--- src/rtl/timer_sched.sv ---
// timer_sched: round-robin sharing of one free-running W-bit timer among NREQ
// requesters. Each grant arms the timer, latches a base count and pulses done
// to the owner once (t_out - base) mod 2^W reaches the requested duration.
// Optional build macro: TIMER_SCHED_ABORT_EN (owner dropping req cancels the
// interval without a done pulse).
module timer_sched #(
  parameter int unsigned NREQ = 4,
  parameter int unsigned W    = 16
) (
  input  logic              clk,
  input  logic              rst,
  input  logic [NREQ-1:0]   req,
  input  logic [NREQ*W-1:0] dur,
  output logic [NREQ-1:0]   gnt,
  output logic [NREQ-1:0]   done,
  output logic              busy,
  output logic              t_en,
  input  logic              t_valid,
  input  logic [W-1:0]      t_out
);

  localparam int unsigned PW = (NREQ > 1) ? $clog2(NREQ) : 1;

  typedef enum logic [1:0] {
    S_IDLE,
    S_ARM,
    S_RUN,
    S_DRAIN
  } state_t;

  state_t          state, state_n;
  logic [PW-1:0]   rr_ptr, ptr_n;
  logic [PW-1:0]   owner, owner_n;
  logic [W-1:0]    base, base_n;
  logic [W-1:0]    dur_q, dur_n;
  logic [NREQ-1:0] gnt_n, done_n;
  logic            t_en_n, busy_n;

  logic            found;
  logic [PW-1:0]   win;
  logic [PW:0]     idx;
  logic [PW:0]     nxt;
  logic [NREQ-1:0] win_oh, owner_oh;
  logic [W-1:0]    dur_w;
  logic [W-1:0]    elapsed;
  logic            abort;

  // Round-robin search: first requester at or after the pointer, wrapping once.
  always_comb begin
    found = 1'b0;
    win   = '0;
    idx   = '0;
    for (int unsigned i = 0; i < NREQ; i++) begin
      idx = {1'b0, rr_ptr} + (PW+1)'(i);
      if (idx >= (PW+1)'(NREQ)) idx = idx - (PW+1)'(NREQ);
      if (!found && req[idx[PW-1:0]]) begin
        found = 1'b1;
        win   = idx[PW-1:0];
      end
    end
    nxt = {1'b0, win} + (PW+1)'(1);
    if (nxt >= (PW+1)'(NREQ)) nxt = '0;
    win_oh        = '0;
    win_oh[win]   = 1'b1;
    owner_oh        = '0;
    owner_oh[owner] = 1'b1;
    dur_w   = dur[32'(win)*W +: W];
    elapsed = t_out - base;
`ifdef TIMER_SCHED_ABORT_EN
    abort = !req[owner];
`else
    abort = 1'b0;
`endif
  end

  // Next-state and next-output logic; every output is registered below.
  always_comb begin
    state_n = state;
    ptr_n   = rr_ptr;
    owner_n = owner;
    base_n  = base;
    dur_n   = dur_q;
    gnt_n   = gnt;
    done_n  = '0;
    t_en_n  = t_en;
    unique case (state)
      S_IDLE: begin
        if (found) begin
          ptr_n   = nxt[PW-1:0];
          owner_n = win;
          if (dur_w != '0) begin
            gnt_n   = win_oh;
            dur_n   = dur_w;
            t_en_n  = 1'b1;
            state_n = S_ARM;
          end else begin
            // Zero-length interval completes at arbitration, timer untouched.
            done_n  = win_oh;
            state_n = S_DRAIN;
          end
        end
      end
      S_ARM: begin
        if (abort) begin
          t_en_n  = 1'b0;
          gnt_n   = '0;
          state_n = S_DRAIN;
        end else if (t_valid) begin
          base_n  = t_out;
          state_n = S_RUN;
        end
      end
      S_RUN: begin
        if (abort) begin
          t_en_n  = 1'b0;
          gnt_n   = '0;
          state_n = S_DRAIN;
        end else if (t_valid && (elapsed == dur_q)) begin
          t_en_n  = 1'b0;
          gnt_n   = '0;
          done_n  = owner_oh;
          state_n = S_DRAIN;
        end
      end
      S_DRAIN: begin
        // One idle cycle lets the timer's trailing t_valid drain before re-arbitration.
        t_en_n  = 1'b0;
        gnt_n   = '0;
        state_n = S_IDLE;
      end
      default: state_n = S_IDLE;
    endcase
    busy_n = (state_n != S_IDLE);
  end

  // State and registered outputs.
  always_ff @(posedge clk or posedge rst) begin
    if (rst) begin
      state  <= S_IDLE;
      rr_ptr <= '0;
      owner  <= '0;
      base   <= '0;
      dur_q  <= '0;
      gnt    <= '0;
      done   <= '0;
      t_en   <= 1'b0;
      busy   <= 1'b0;
    end else begin
      state  <= state_n;
      rr_ptr <= ptr_n;
      owner  <= owner_n;
      base   <= base_n;
      dur_q  <= dur_n;
      gnt    <= gnt_n;
      done   <= done_n;
      t_en   <= t_en_n;
      busy   <= busy_n;
    end
  end

endmodule

--- config.mk ---
export PLATFORM = sky130hd
export DESIGN_NAME = timer_sched
export DESIGN_NICKNAME = d
export VERILOG_FILES = /design/src/rtl/timer_sched.sv
export SDC_FILE = /design/constraint.sdc
export NUM_CORES = 1
export LEC_CHECK = 0
export ABC_AREA = 1
export ABC_CLOCK_PERIOD_IN_PS = 5600
export CAP_MARGIN = 20
export CORE_MARGIN = 1.5
export CORE_UTILIZATION = 30
export DETAILED_ROUTE_END_ITERATION = 8
export SKIP_LAST_GASP = 1
export SLEW_MARGIN = 30
export SYNTH_ARGS = -nofsm -noshare
export SYNTH_HDL_FRONTEND = slang
export SYNTH_SLANG_ARGS = --single-unit
--- constraint.sdc ---
create_clock -name clk -period 5.6 [get_ports clk]
set_input_delay 0.84 -clock clk [delete_from_list [all_inputs] [get_ports clk]]
set_output_delay 0.84 -clock clk [all_outputs]
set_load 0.02 [all_outputs]
Yosys cells after proc, flatten, opt, wreduce, memory -nomap -nowiden
Cells that the tools add are included.
{"block": "word_totals", "ff_bits": 48, "latchBits": 0, "ramBits": 0, "romBits": 0, "in_bits": 87, "output_inout_bits": 10, "elab_cells": 98, "n_memories": 0}
{"block": "classes", "n_addsub": 9, "n_mul": 0, "div": 0, "order_cmp": 13, "eq_ne": 7, "shift": 1, "n_mux": 42, "bitwise_logic": 1, "n_reduce_logical": 16}
{"operator": "$shiftx 64x7->16", "n": 1}
{"operator": "$mux 2", "n": 13}
{"operator": "$mux 4", "n": 6}
{"operator": "$lt 2x3->1 const B", "n": 6}
{"operator": "$eq 16x16->1", "n": 1}
{"operator": "$reduce_bool 16->1", "n": 1}
{"operator": "$sub 16x16->16", "n": 1}
{"operator": "$mux 1", "n": 13}
{"operator": "$ge 3x3->1 const B", "n": 4}
{"operator": "$pmux 4 s3", "n": 1}
{"operator": "$bmux 1 s2", "n": 4}
{"operator": "$pmux 2 s4", "n": 1}
{"operator": "$pmux 4 s2", "n": 1}
{"operator": "$sub 2x1->2 const B", "n": 4}
{"operator": "$add 2x1->3 const B", "n": 2}
{"operator": "$add 2x2->3 const B", "n": 2}
{"operator": "$logic_and 1x1->1", "n": 6}
{"operator": "$ne 2x2->1 const B", "n": 3}
{"operator": "$demux 1 s2", "n": 2}
{"operator": "$eq 2x2->1 const B", "n": 2}
{"operator": "$ge 2x1->1 const B", "n": 2}
{"operator": "$reduce_and 2->1", "n": 2}
{"operator": "$reduce_and 4->1", "n": 1}
{"operator": "$ge 2x3->1 const B", "n": 1}
{"operator": "other kinds (7)", "n": 9}

Longest topological paths before layout
Gate-level depths: netlist (run 1).
{"block": "logic_depth", "depth_word": 21, "mapped_depth": 23}

Least setup slack after synthesis (run 1)
Ideal clock, no wire load.
{"block": "synth_timing", "path_type": "in2reg", "start": "input t_out[0]", "end": "register gnt[0]", "setup_ns": 0.117, "t_arrival_ns": 2.739, "required_ns": 5.483, "path_slack_ns": 2.744, "path_stages": 17, "n_path_buf": 0, "cell_sequence": "inv_1 > ha_1 > fa_1 > xor2_1 > o211ai_1 > nor2_1 > nand3_1 > nor3_1 > nand4_1 > nor2_1 > nand2_1 > nand2_1 > nand2_1 > nand2_1 > nand2_1 > nand2_1 > nand2_1"}
{"block": "synth_via", "elab_chain_cells": 5}
{"element": "start, declared", "line": "19", "rtl": "input logic [W-1:0] t_out"}
{"element": "$sub 16x16->16", "line": "68", "rtl": "elapsed = t_out - base;"}
{"element": "$eq 16x16->1", "line": "118", "rtl": "end else if (t_valid && (elapsed == dur_q)) begin"}
{"element": "$logic_and 1x1->1", "line": "118"}
{"element": "$ne 2x2->1 (no source line)"}
{"element": "$reduce_and 4->1 (no source line)"}
{"element": "end signal, assigned", "line": "154", "rtl": "gnt <= gnt_n;"}
{"element": "end, declared", "line": "14", "rtl": "output logic [NREQ-1:0] gnt,"}
No other way between the ends.
A chain may end at the register's enable or synchronous reset.

Worst setup path after layout (run 1)
{"block": "layout_timing", "start": "input req[3]", "end": "register dur_q[7]"}
{"block": "layout_via", "elab_chain_cells": 15, "word_cells_on_any_way": 25, "cone_classes": "shift (1); mux (16); reduce/logical (8)"}
{"element": "start, declared", "line": "12", "rtl": "input logic [NREQ-1:0] req,"}
{"element": "$bmux 1 s2", "line": "56", "rtl": "if (!found && req[idx[PW-1:0]]) begin"}
{"element": "$mux 1 (implied by the code)", "line": "56"}
{"element": "$mux 1", "line": "56"}
{"element": "$logic_not 1->1", "line": "56"}
{"element": "$logic_and 1x1->1", "line": "56"}
{"element": "$mux 1", "line": "56"}
{"element": "$logic_not 1->1", "line": "56"}
{"element": "$logic_and 1x1->1", "line": "56"}
{"element": "$mux 1", "line": "56"}
{"element": "$logic_not 1->1", "line": "56"}
{"element": "$logic_and 1x1->1", "line": "56"}
{"element": "$mux 2", "line": "56"}
{"element": "$shiftx 64x7->16", "line": "67", "rtl": "dur_w = dur[32'(win)*W +: W];"}
{"element": "$reduce_bool 16->1", "line": "91", "rtl": "if (dur_w != '0) begin"}
{"element": "$reduce_and 3->1 (no source line)"}
{"element": "end signal, assigned", "line": "153", "rtl": "dur_q <= dur_n;"}
{"element": "end, declared", "line": "35", "rtl": "logic [W-1:0] dur_q, dur_n;"}
Several ways; a longest one is shown, not always the timed one. The select of a mux whose other input is x is not followed.

==> key figures, run 1 <==
Run status
  • Status: complete, no violations

Synthesis
  • Synth area leaders: dfrtp_1 28%, nand2_1 19%, nand3_1 8.5%, inv_1 8.2%, nand3b_1 6.5%
  • Post-Syn Nets: between 700 and 800
  • Post-Syn Area per Cell: 6.39 um2
  • Library cells used by synthesis: 33
  • YS warnings: 0
  • Mapped cell area: between 4000 and 5000 um2
  • #FFs+latches synth: 48
  • Synth area leader: dfrtp_1
  • EDFF count, synth: 0
  • Mapped Cells: around 670
  • Seq/Total Area, Yosys: 28.3%
  • Async set-or-reset flop fraction in the synthesized netlist: 100%
  • Ys flop type: dfrtp_1
  • Share of the synthesized area in the top cell type: around 28%

Layout
  • Most frequent cells in the layout: 212 x nand2_1, 96 x clkdlybuf4s50_1, 92 x inv_1, 71 x nand3_1, 57 x nor2_1
  • Share of post-route cells with drive strength above 1: 3.48%
  • Fill cell count: roughly 1500
  • Area occupied by multi-input gates: roughly 2600 um2
  • # diodes: 0
  • Layout Nets: around 850
  • Area Growth Syn to Fin: 28.7%
  • FF+latch area: 1200 um2
  • Commonest non-fill, non-tap cell in the layout: nand2_1

Setup path
  • Family with the most delay on the worst path: simple AND/OR/NAND/NOR gates
  • Cells along the critical path: clkdlybuf4s50_1 > inv_1 > nand2_1 > nand3_1 > nand2_2 > nor2_4 > nand3_2 > nand3_1 > nand2_1 > inv_1 > nand3_1 > nand2_1 > nor2_1 > nand2_1 > nor2_2 > nand2_2 > nand2_2 > nand2_1 > o21ai_0
  • Worst path slowest cell: nand2_1
  • Cell mode on critical path: nand2_1
  • Critical path depth: 19
  • Crit path launch type: input pin
  • R2R cell count: 18
  • Critical Path End: dur_q[7]
  • CP Data Required Time: 5.81 ns
  • Worst Setup SP: req[3]
  • Largest stage delay on the critical path: about 0.57 ns
  • Arr. time, crit path: 4.27 ns
  • Kind of critical path: in -> reg
  • Worst Setup End Kind: flip-flop
  • RR Endpoint: dur_q[7]
  • Worst R2R Start: rr_ptr[0]
  • CP Max Fanout: 29
  • Worst Path Buf+Inv: 3
  • FF-to-FF setup slack: roughly 1.8 ns

CTS
  • Clock sink count: 48
  • H-tree Lvls: 2
  • CTS max path bufs: 2
  • Post-CTS Resized: 0
  • Clock-pin transition on the worst setup and hold timing paths: 0.07 ns
  • Postcts setup bufs: 0
  • CTS Buf Count: 5
  • Hold Buf Count CTS: 0
  • CTS Root Cell: clkbuf_16
  • CTS tree: done
  • Clk Latency, worst-skew pair: 0.30 ns

Pwr
  • Tot Pwr: 3.43 mW
  • Comb pwr share: 71.9%
  • Clock power share: 10.3%
  • Internal cell power: 1.58 mW
  • Leakage: approximately 2.8 nW
  • Peak VDD IR: 0.332 mV
  • Sw Pwr: 1.85 mW
  • Sw Ratio: 54.0%
  • PwrDens: about 630 nW/um2
  • Sequential Power Share: between 10% and 20%

STA
  • Max-slew violation count: 0
  • Unrepaired setup endpoints after global routing: no
  • Clock Skews: 0.00692 ns
  • Tmin final: about 4 ns
  • Final setup vio count: 0
  • Slew HR: about half
  • Final period utilization: just over 70%
  • Final Hold Viols: 0
  • Setup_tns: 0 ns
  • Worst slew pin tran: 0.777 ns
  • F_max: 0.247 GHz

Floorplanning
  • Die width: about 120 um
  • Initial core utilization: 30.6%
  • Die area: ~15000 um2
  • Core ar.: 13900 um2
  • Die Ht: approximately 120 um
  • Io pins: 97
  • FP Rows: 43

Flow run
  • Max Cap Viol: 0

Global route
  • Number of global-route vias before repair: slightly above 4000
  • GRT Overall Usage: between 10% and 20%
  • Initial antenna violation count: 0
  • Largest net degree at the start of global routing: ~50
  • First-pass GRT wire length: 18600 um
  • Aggregate global routing overflow: 0

Placed design
  • Post-detail-place hpwl: between 8000 and 9000 um
  • RePlAce Congestion: 0.810
  • IO Port Bufs: between 90 and 100

Drt
  • Drt wl/cell: 11.5 um
  • Routed wire length: around 11000 um
  • Via density: approximately 4.5
  • DR vias: between 4000 and 5000
  • ANT nets after route: 0
  • 1st-iter DRT viols: around 210
  • DR pass1 iterations: 4
  • DRC Markers: 0

Hold path
  • Hold Path Class: reg -> reg
## Yosys cell counts, types with 2 or more instances
library cell  count
a21o_1            3
a21oi_1          30
buf_2             9
buf_4             2
buf_6             3
buf_8             2
clkbuf_1          6
dfrtp_1          48
ha_1             19
inv_1            93
inv_2             2
nand2_1         212
nand2_2           6
nand2_4           2
nand3_1          72
nand3b_1         37
nand4_1           4
nor2_1           57
nor2_2            3
nor3_1            3
o211ai_1          2
o21ai_0          18
o21ai_1           6
xnor2_1           8
xor2_1           10
## tightest hold or removal path: cells and delay by family (launching register included)
family | cells | cell delay, ns
flops | 1 | 0.35
simple gates | 2 | 0.10
## flip-flops by register name, indices dropped and copies added, names as in the netlist
register and count:
busy 1, rr_ptr 2, done 4, t_en 1, state 2, dur_q 16, gnt 4, owner 2
base 16
## power groups by stage
| stage | sequential (mW) | combinational (mW) | clock (mW) |
|---|---|---|---|
| CTS | 0.612 | 2.49 | 0.365 |
| global route | 0.633 | 2.90 | 0.375 |
| floorplan | 0.601 | 2.03 | 0 |
| detailed placement | 0.618 | 2.49 | 0 |
| global placement | 0.616 | 2.48 | 0 |
| finish | 0.610 | 2.47 | 0.353 |
## kinds of logic after synthesis
logic type	Yosys count	synth area share, %
AOI/OAI and AO/OA	62	7.77
buffers and inverters	117	11.8
adders and majority gates	20	6.06
xor gates and xnor gates	18	3.71
DFF	48	28.3
and+or+nand+nor	400	42.4
## through the flow
step                instance area, um2  setup slack [ns]  utilization [%]  hold WS (ns)  std cells
floorplan                         4250              2.74                -         0.455        665
global placement                  5290              1.27             38.1         0.457        919
detailed placement                5300              1.23             38.2         0.466        919
CTS                               5470              1.54             39.4         0.484        927
global route                      5470              1.02             39.4         0.517        927
finish                            5470              1.54             39.4         0.477        927
## area by class of cell
class / instances / share of cell area, %
Clock buffer: 5 / 2.29
Clock inverter: 3 / 0.846
Inverter: 95 / 6.57
Multi-Input combinational cell: 500 / 46.6
Sequential cell: 48 / 22.0
Tap cell: 180 / 4.12
Timing Repair Buffer: 96 / 17.6
## routing by layer
layer  share of wire (%)  global-route usage (%)  vias to the layer above
li1                    -                       -                     2262
met1                  50                    21.2                     1756
met2                  41                    24.1                      104
met3                 7.0                    3.89                        9
met4                 1.5                    4.19                        0
met5                   0                       0                        -
## worst min path at each step
stage | startpoint | endpoint | slack, ns | cells after the start
floorplan | dur_q[3] | dur_q[3] | 0.45 | 2
global placement | gnt[0] | gnt[0] | 0.46 | 2
detailed placement | gnt[2] | gnt[2] | 0.47 | 2
CTS | gnt[2] | gnt[2] | 0.48 | 2
global route | gnt[1] | gnt[1] | 0.52 | 2
finish | gnt[0] | gnt[0] | 0.48 | 2
No activity file was read; power rests on OpenSTA's default activity.
==> inputs of run 2 (changes only) <==
--- a/config.mk
+++ b/config.mk
@@ -6,7 +6,7 @@
 export NUM_CORES = 1
 export LEC_CHECK = 0
 export ABC_AREA = 1
-export ABC_CLOCK_PERIOD_IN_PS = 5600
+export ABC_CLOCK_PERIOD_IN_PS = 4200
 export CAP_MARGIN = 20
 export CORE_MARGIN = 1.5
 export CORE_UTILIZATION = 30
==> constraint.sdc (replaced) <==
create_clock -name clk -period 4.2 [get_ports clk]
set_input_delay 0.63 -clock clk [delete_from_list [all_inputs] [get_ports clk]]
set_output_delay 0.63 -clock clk [all_outputs]
set_load 0.02 [all_outputs]
==> key figures, run 2 (same netlist as run 1, synthesis figures left out) <==
Setup path
  • Kind of critical path: in -> reg
  • Arr. time, crit path: 3.57 ns (-0.70 ns)
  • Crit path launch type: input pin
  • Worst Setup End Kind: flip-flop
  • CP Max Fanout: 38 (+31%)
  • CP Data Required Time: 4.36 ns (-1.45 ns)

Floorplanning
  • Io pins: 97 (unchanged)
  • Die area: 14900 um2 (unchanged)
  • FP Rows: 43 (unchanged)
  • Initial core utilization: 30.6% (unchanged)
  • Die width: 122 um (unchanged)
  • Die Ht: 122 um (unchanged)
  • Core ar.: 13900 um2 (unchanged)

STA
  • Final period utilization: ~80%
  • Tmin final: 3.42 ns
  • Hold_ws: 0.476 ns (-0.00154 ns)
  • Final Hold Viols: 0 (unchanged)
  • Setup_tns: 0 ns (unchanged)
  • Max-slew violation count: 0 (unchanged)
  • Unrepaired setup endpoints after global routing: no
  • F_max: 0.293 GHz
  • Final setup vio count: 0 (unchanged)
  • Clock Skews: 0.00908 ns (+0.00215 ns)
  • Worst slew pin tran: 0.649 ns (-0.128 ns)
  • Slew HR: 56.7% (+8.6 points)

Layout
  • Commonest non-fill, non-tap cell in the layout: nand2_1
  • Regs by FF count: base (16), dur_q (16)
  • # diodes: 0 (unchanged)
  • Fill cell count: 1514 (-2.1%)
  • Share of post-route cells with drive strength above 1: 3.74% (+0.26 points)
  • Area Growth Syn to Fin: 29.1%
  • Util after Layout: 39.5% (+0.12 points)
  • Layout Nets: 855 (+0.23%)
  • Most frequent cells in the layout: 212 x nand2_1, 96 x clkdlybuf4s50_1, 92 x inv_1, 71 x nand3_1, 57 x nor2_1
  • Final instance area: 5490 um2 (+0.30%)

Placed design
  • RePlAce Congestion: 0.858 (+5.9%)
  • Placed Area: 5310 um2 (+0.28%)
  • IO Port Bufs: 96 (unchanged)
  • Post-detail-place hpwl: 8610 um (+0.38%)

Drt
  • DR pass1 iterations: 5 (+1)
  • ANT nets after route: 0 (unchanged)
  • 1st-iter DRT viols: 172 (-20%)
  • Drt wl/cell: 11.5 um (about the same)
  • DRC Markers: 0 (unchanged)
  • DR vias: 4189 (+1.4%)
  • Routed wire length: 10600 um (+0.14%)
  • Via density: 4.51 (+1.2%)

CTS
  • CTS Buf Count: 5 (unchanged)
  • Post-CTS Resized: 0 (unchanged)
  • Clk Latency, worst-skew pair: 0.30 ns (about the same)
  • CTS max path bufs: 2 (unchanged)
  • Clock-pin transition on the worst setup and hold timing paths: 0.07 ns (about the same)
  • H-tree Lvls: 2 (unchanged)
  • Hold Buf Count CTS: 0 (unchanged)
  • Postcts setup bufs: 0 (unchanged)
  • CTS tree: done
  • Clock sink count: 48 (unchanged)
  • CTS Root Cell: clkbuf_16

Global route
  • Initial antenna violation count: 0 (unchanged)
  • GRT Overall Usage: 14.9% (-0.60 points)
  • Number of global-route vias before repair: 3779 (-6.2%)
  • Largest net degree at the start of global routing: 49 (unchanged)
  • Aggregate global routing overflow: 0 (unchanged)
  • First-pass GRT wire length: 17900 um (-4.0%)

Hold path
  • Hold Path Class: reg -> reg

Pwr
  • Peak VDD IR: 0.591 mV (+78%)
  • Leakage: 2.83 nW (+0.45%)
  • PwrDens: 836 nW/um2 (+33%)
  • Tot Pwr: 4.59 mW (+34%)

Flow run
  • Max Cap Viol: 0 (unchanged)

Run status
  • Status: complete, no violations
==> run 2: layer usage <==
layer / track usage (%) / routed length, um / up-vias
li1: - / - / 2266
met1: 20.9 / 5290 / 1807
met2: 23.0 / 4530 / 109
met3: 3.56 / 717 / 7
met4: 3.31 / 98 / 0
met5: 0 / 0 / -
==> run 2: metrics by stage <==
step	worst slack (ns)	cells
5_1_grt	0.386	929
6_report	0.785	929
3_3_place_gp	0.552	921
2_1_floorplan	1.55	665
4_1_cts	0.791	929
3_5_place_dp	0.488	921
==> run 2: critical path: stages <==
cell	delay (ns)
clkdlybuf4s50_1	0.47
inv_1	0.05
nand2_1	0.08
nand3_1	0.11
nand2_2	0.12
nor2_1	0.07
nor2_2	0.12
nand2_4	0.21
nand2_4	0.38
inv_2	0.17
nand2_1	0.11
nand2_1	0.05
nand2_1	0.05
nand2_1	0.06
nor2_1	0.08
nand2_1	0.07
nor2_2	0.13
nand2_2	0.10
nand2_2	0.36
o21ai_0	0.14
==> run 2: power breakdown <==
group	total, mW	leakage [nW]	switching (mW)	internal, mW
combinational	3.30	2.17	2.14	1.17
clock	0.469	0.0840	0.186	0.283
sequential	0.815	0.579	0.139	0.676
total	4.59	2.83	2.46	2.13
==> run 2: layout make-up <==
class	count	area, um2	share of cell area (%)
Sequential cell	48	1200	21.9
Inverter	95	359	6.55
Multi-Input combinational cell	500	2550	46.5
Tap cell	180	225	4.11
Timing Repair Buffer	98	976	17.8
Clock inverter	3	47.5	0.867
Clock buffer	5	125	2.28
==> run 2: worst paths after layout <==
| check | start | slack [ns] | depth (start not counted) | to |
|---|---|---|---|---|
| hold / removal | gnt[0] | 0.48 | 2 | gnt[0] |
| setup / recovery | req[3] | 0.78 | 20 | dur_q[13] |
| hold reg to reg | gnt[0] | 0.48 | 2 | gnt[0] |
| max in group asynchronous | rst | 3.03 | 2 | base[14] |
| setup reg to reg | rr_ptr[0] | 0.87 | 21 | dur_q[9] |
| min in group asynchronous | rst | 0.77 | 2 | base[3] |
==> inputs of run 3 (changes only) <==
--- a/config.mk
+++ b/config.mk
@@ -6,7 +6,7 @@
 export NUM_CORES = 1
 export LEC_CHECK = 0
 export ABC_AREA = 1
-export ABC_CLOCK_PERIOD_IN_PS = 4200
+export ABC_CLOCK_PERIOD_IN_PS = 3450
 export CAP_MARGIN = 20
 export CORE_MARGIN = 1.5
 export CORE_UTILIZATION = 30
==> constraint.sdc (replaced) <==
create_clock -name clk -period 3.45 [get_ports clk]
set_input_delay 0.5175 -clock clk [delete_from_list [all_inputs] [get_ports clk]]
set_output_delay 0.5175 -clock clk [all_outputs]
set_load 0.02 [all_outputs]
==> key figures, run 3 (same netlist as run 1, synthesis figures left out) <==
Layout
  • Util after Layout: 39.8% (+0.25 points)
  • Regs by FF count: base (16), dur_q (16)
  • # diodes: 0 (unchanged)
  • Area Growth Syn to Fin: 29.9%
  • Layout Nets: 860 (+0.58%)
  • Most frequent cells in the layout: 212 x nand2_1, 96 x clkdlybuf4s50_1, 92 x inv_1, 72 x nand3_1, 57 x nor2_1
  • Commonest non-fill, non-tap cell in the layout: nand2_1
  • Share of post-route cells with drive strength above 1: 4.24% (+0.51 points)

Flow run
  • Max Cap Viol: 0 (unchanged)

Global route
  • Aggregate global routing overflow: 0 (unchanged)
  • GRT Overall Usage: 15.6% (+0.74 points)
  • Largest net degree at the start of global routing: 49 (unchanged)
  • First-pass GRT wire length: 18700 um (+4.6%)
  • Number of global-route vias before repair: 3992 (+5.6%)
  • Initial antenna violation count: 0 (unchanged)

Run status
  • Status: complete, no violations

Pwr
  • PwrDens: 1040 nW/um2 (+24%)
  • Peak VDD IR: 0.477 mV (-19%)
  • Leakage: 2.85 nW (+0.67%)

Setup path
  • FF-to-FF setup slack: 0.42 ns (-0.45 ns)
  • CP Data Required Time: 3.70 ns (-0.66 ns)
  • Kind of critical path: reg -> reg
  • Worst Setup SP: rr_ptr[0]
  • Crit path launch type: flip-flop
  • RR Endpoint: t_en
  • CP Max Fanout: 38 (unchanged)
  • Arr. time, crit path: 3.28 ns (-0.29 ns)
  • Worst R2R Start: rr_ptr[0]
  • R2R cell count: 20 (-4.8%)
  • Worst Setup End Kind: flip-flop

CTS
  • CTS tree: done
  • H-tree Lvls: 2 (unchanged)
  • CTS Buf Count: 5 (unchanged)
  • Clk Latency, worst-skew pair: 0.30 ns (about the same)
  • Post-CTS Resized: 0 (unchanged)
  • Clock sink count: 48 (unchanged)
  • CTS Root Cell: clkbuf_16
  • Clock-pin transition on the worst setup and hold timing paths: 0.08 ns (about the same)
  • CTS max path bufs: 2 (unchanged)
  • Postcts setup bufs: 0 (unchanged)
  • Hold Buf Count CTS: 0 (unchanged)

Placed design
  • RePlAce Congestion: 0.833 (-2.8%)
  • IO Port Bufs: 96 (unchanged)
  • Post-detail-place hpwl: 8930 um (+3.7%)

Hold path
  • Min-Delay Endpoint: gnt[3]
  • Hold path depth: 2 (unchanged)
  • Hold Path Class: reg -> reg
  • Hold Startpoint: gnt[3]

Floorplanning
  • Die Ht: 122 um (unchanged)
  • Initial core utilization: 30.6% (unchanged)
  • Die area: 14900 um2 (unchanged)
  • Io pins: 97 (unchanged)
  • FP Rows: 43 (unchanged)
  • Core ar.: 13900 um2 (unchanged)
  • Die width: 122 um (unchanged)

STA
  • Unrepaired setup endpoints after global routing: no
  • Slew HR: 60.0% (+3.3 points)
  • Final period utilization: 87.9%
  • Clock Skews: 0.0112 ns (+0.00212 ns)
  • Worst slew pin tran: 0.600 ns (-0.0494 ns)
  • Tmin final: 3.03 ns
  • F_max: 0.330 GHz
  • Final Hold Viols: 0 (unchanged)
  • Max-slew violation count: 0 (unchanged)
  • Final setup vio count: 0 (unchanged)
  • Setup_tns: 0 ns (unchanged)

Drt
  • DR pass1 iterations: 6 (+1)
  • ANT nets after route: 0 (unchanged)
  • DRC Markers: 0 (unchanged)
  • Via density: 4.52 (+0.32%)
  • DR vias: 4225 (+0.86%)
  • 1st-iter DRT viols: 178 (+3.5%)
  • Routed wire length: 11200 um (+5.2%)
  • Drt wl/cell: 12.0 um (+4.6%)
==> run 3: per-stage QoR <==
step	instances	setup WS, ns	cell area [um2]	power [mW]	hold slack, ns
after CTS	934	0.392	5520	5.77	0.486
after global placement	926	0.150	5370	5.20	0.463
after floorplan	665	0.916	4250	4.27	0.455
after detailed placement	926	0.114	5370	5.24	0.466
after global routing	934	0.00896	5520	6.43	0.508
final	934	0.417	5520	5.74	0.481
==> run 3: layer usage <==
layer / global-route usage (%) / wire length [um] / vias up
met5: 0 / 0 / -
met4: 3.97 / 144 / 0
met3: 3.84 / 744 / 10
met2: 25.2 / 4740 / 106
met1: 20.8 / 5560 / 1839
li1: - / - / 2270
==> run 3: area by class of cell <==
cell class / count / area (um2)
fill: 1533 / 8360
multi-input combinational: 500 / 2550
sequential: 48 / 1200
timing repair buffer: 103 / 1040
inverter: 95 / 359
tap: 180 / 225
clock buffer: 5 / 125
clock inverter: 3 / 25.0
==> run 3: worst max-delay path, stage by stage, from the launching register on <==
cell	delay [ns]
dfrtp_1	0.59
inv_2	0.16
nand2_1	0.11
nand2_2	0.09
nand2_1	0.07
nand2_1	0.06
a21oi_1	0.15
nand2_2	0.13
nand2_4	0.34
inv_2	0.17
nand2_1	0.11
nand2_1	0.05
nand2_1	0.05
nand2_1	0.05
nor2_1	0.08
nand2_1	0.07
nor2_2	0.12
nand3_1	0.21
nand2_1	0.21
nand2_1	0.07
nand2_1	0.06
==> run 3: worst max-delay path by stage <==
stage                     to
floorplan             gnt[0]
global placement      gnt[2]
detailed placement      t_en
CTS                     t_en
global route        dur_q[7]
finish                  t_en
==> run 3: report_power, final <==
group,leakage (nW),total [mW],internal [mW],switching [mW]
clock,0.0708,0.516,0.274,0.241
combinational,2.20,4.23,1.54,2.68
sequential,0.579,1.00,0.823,0.178
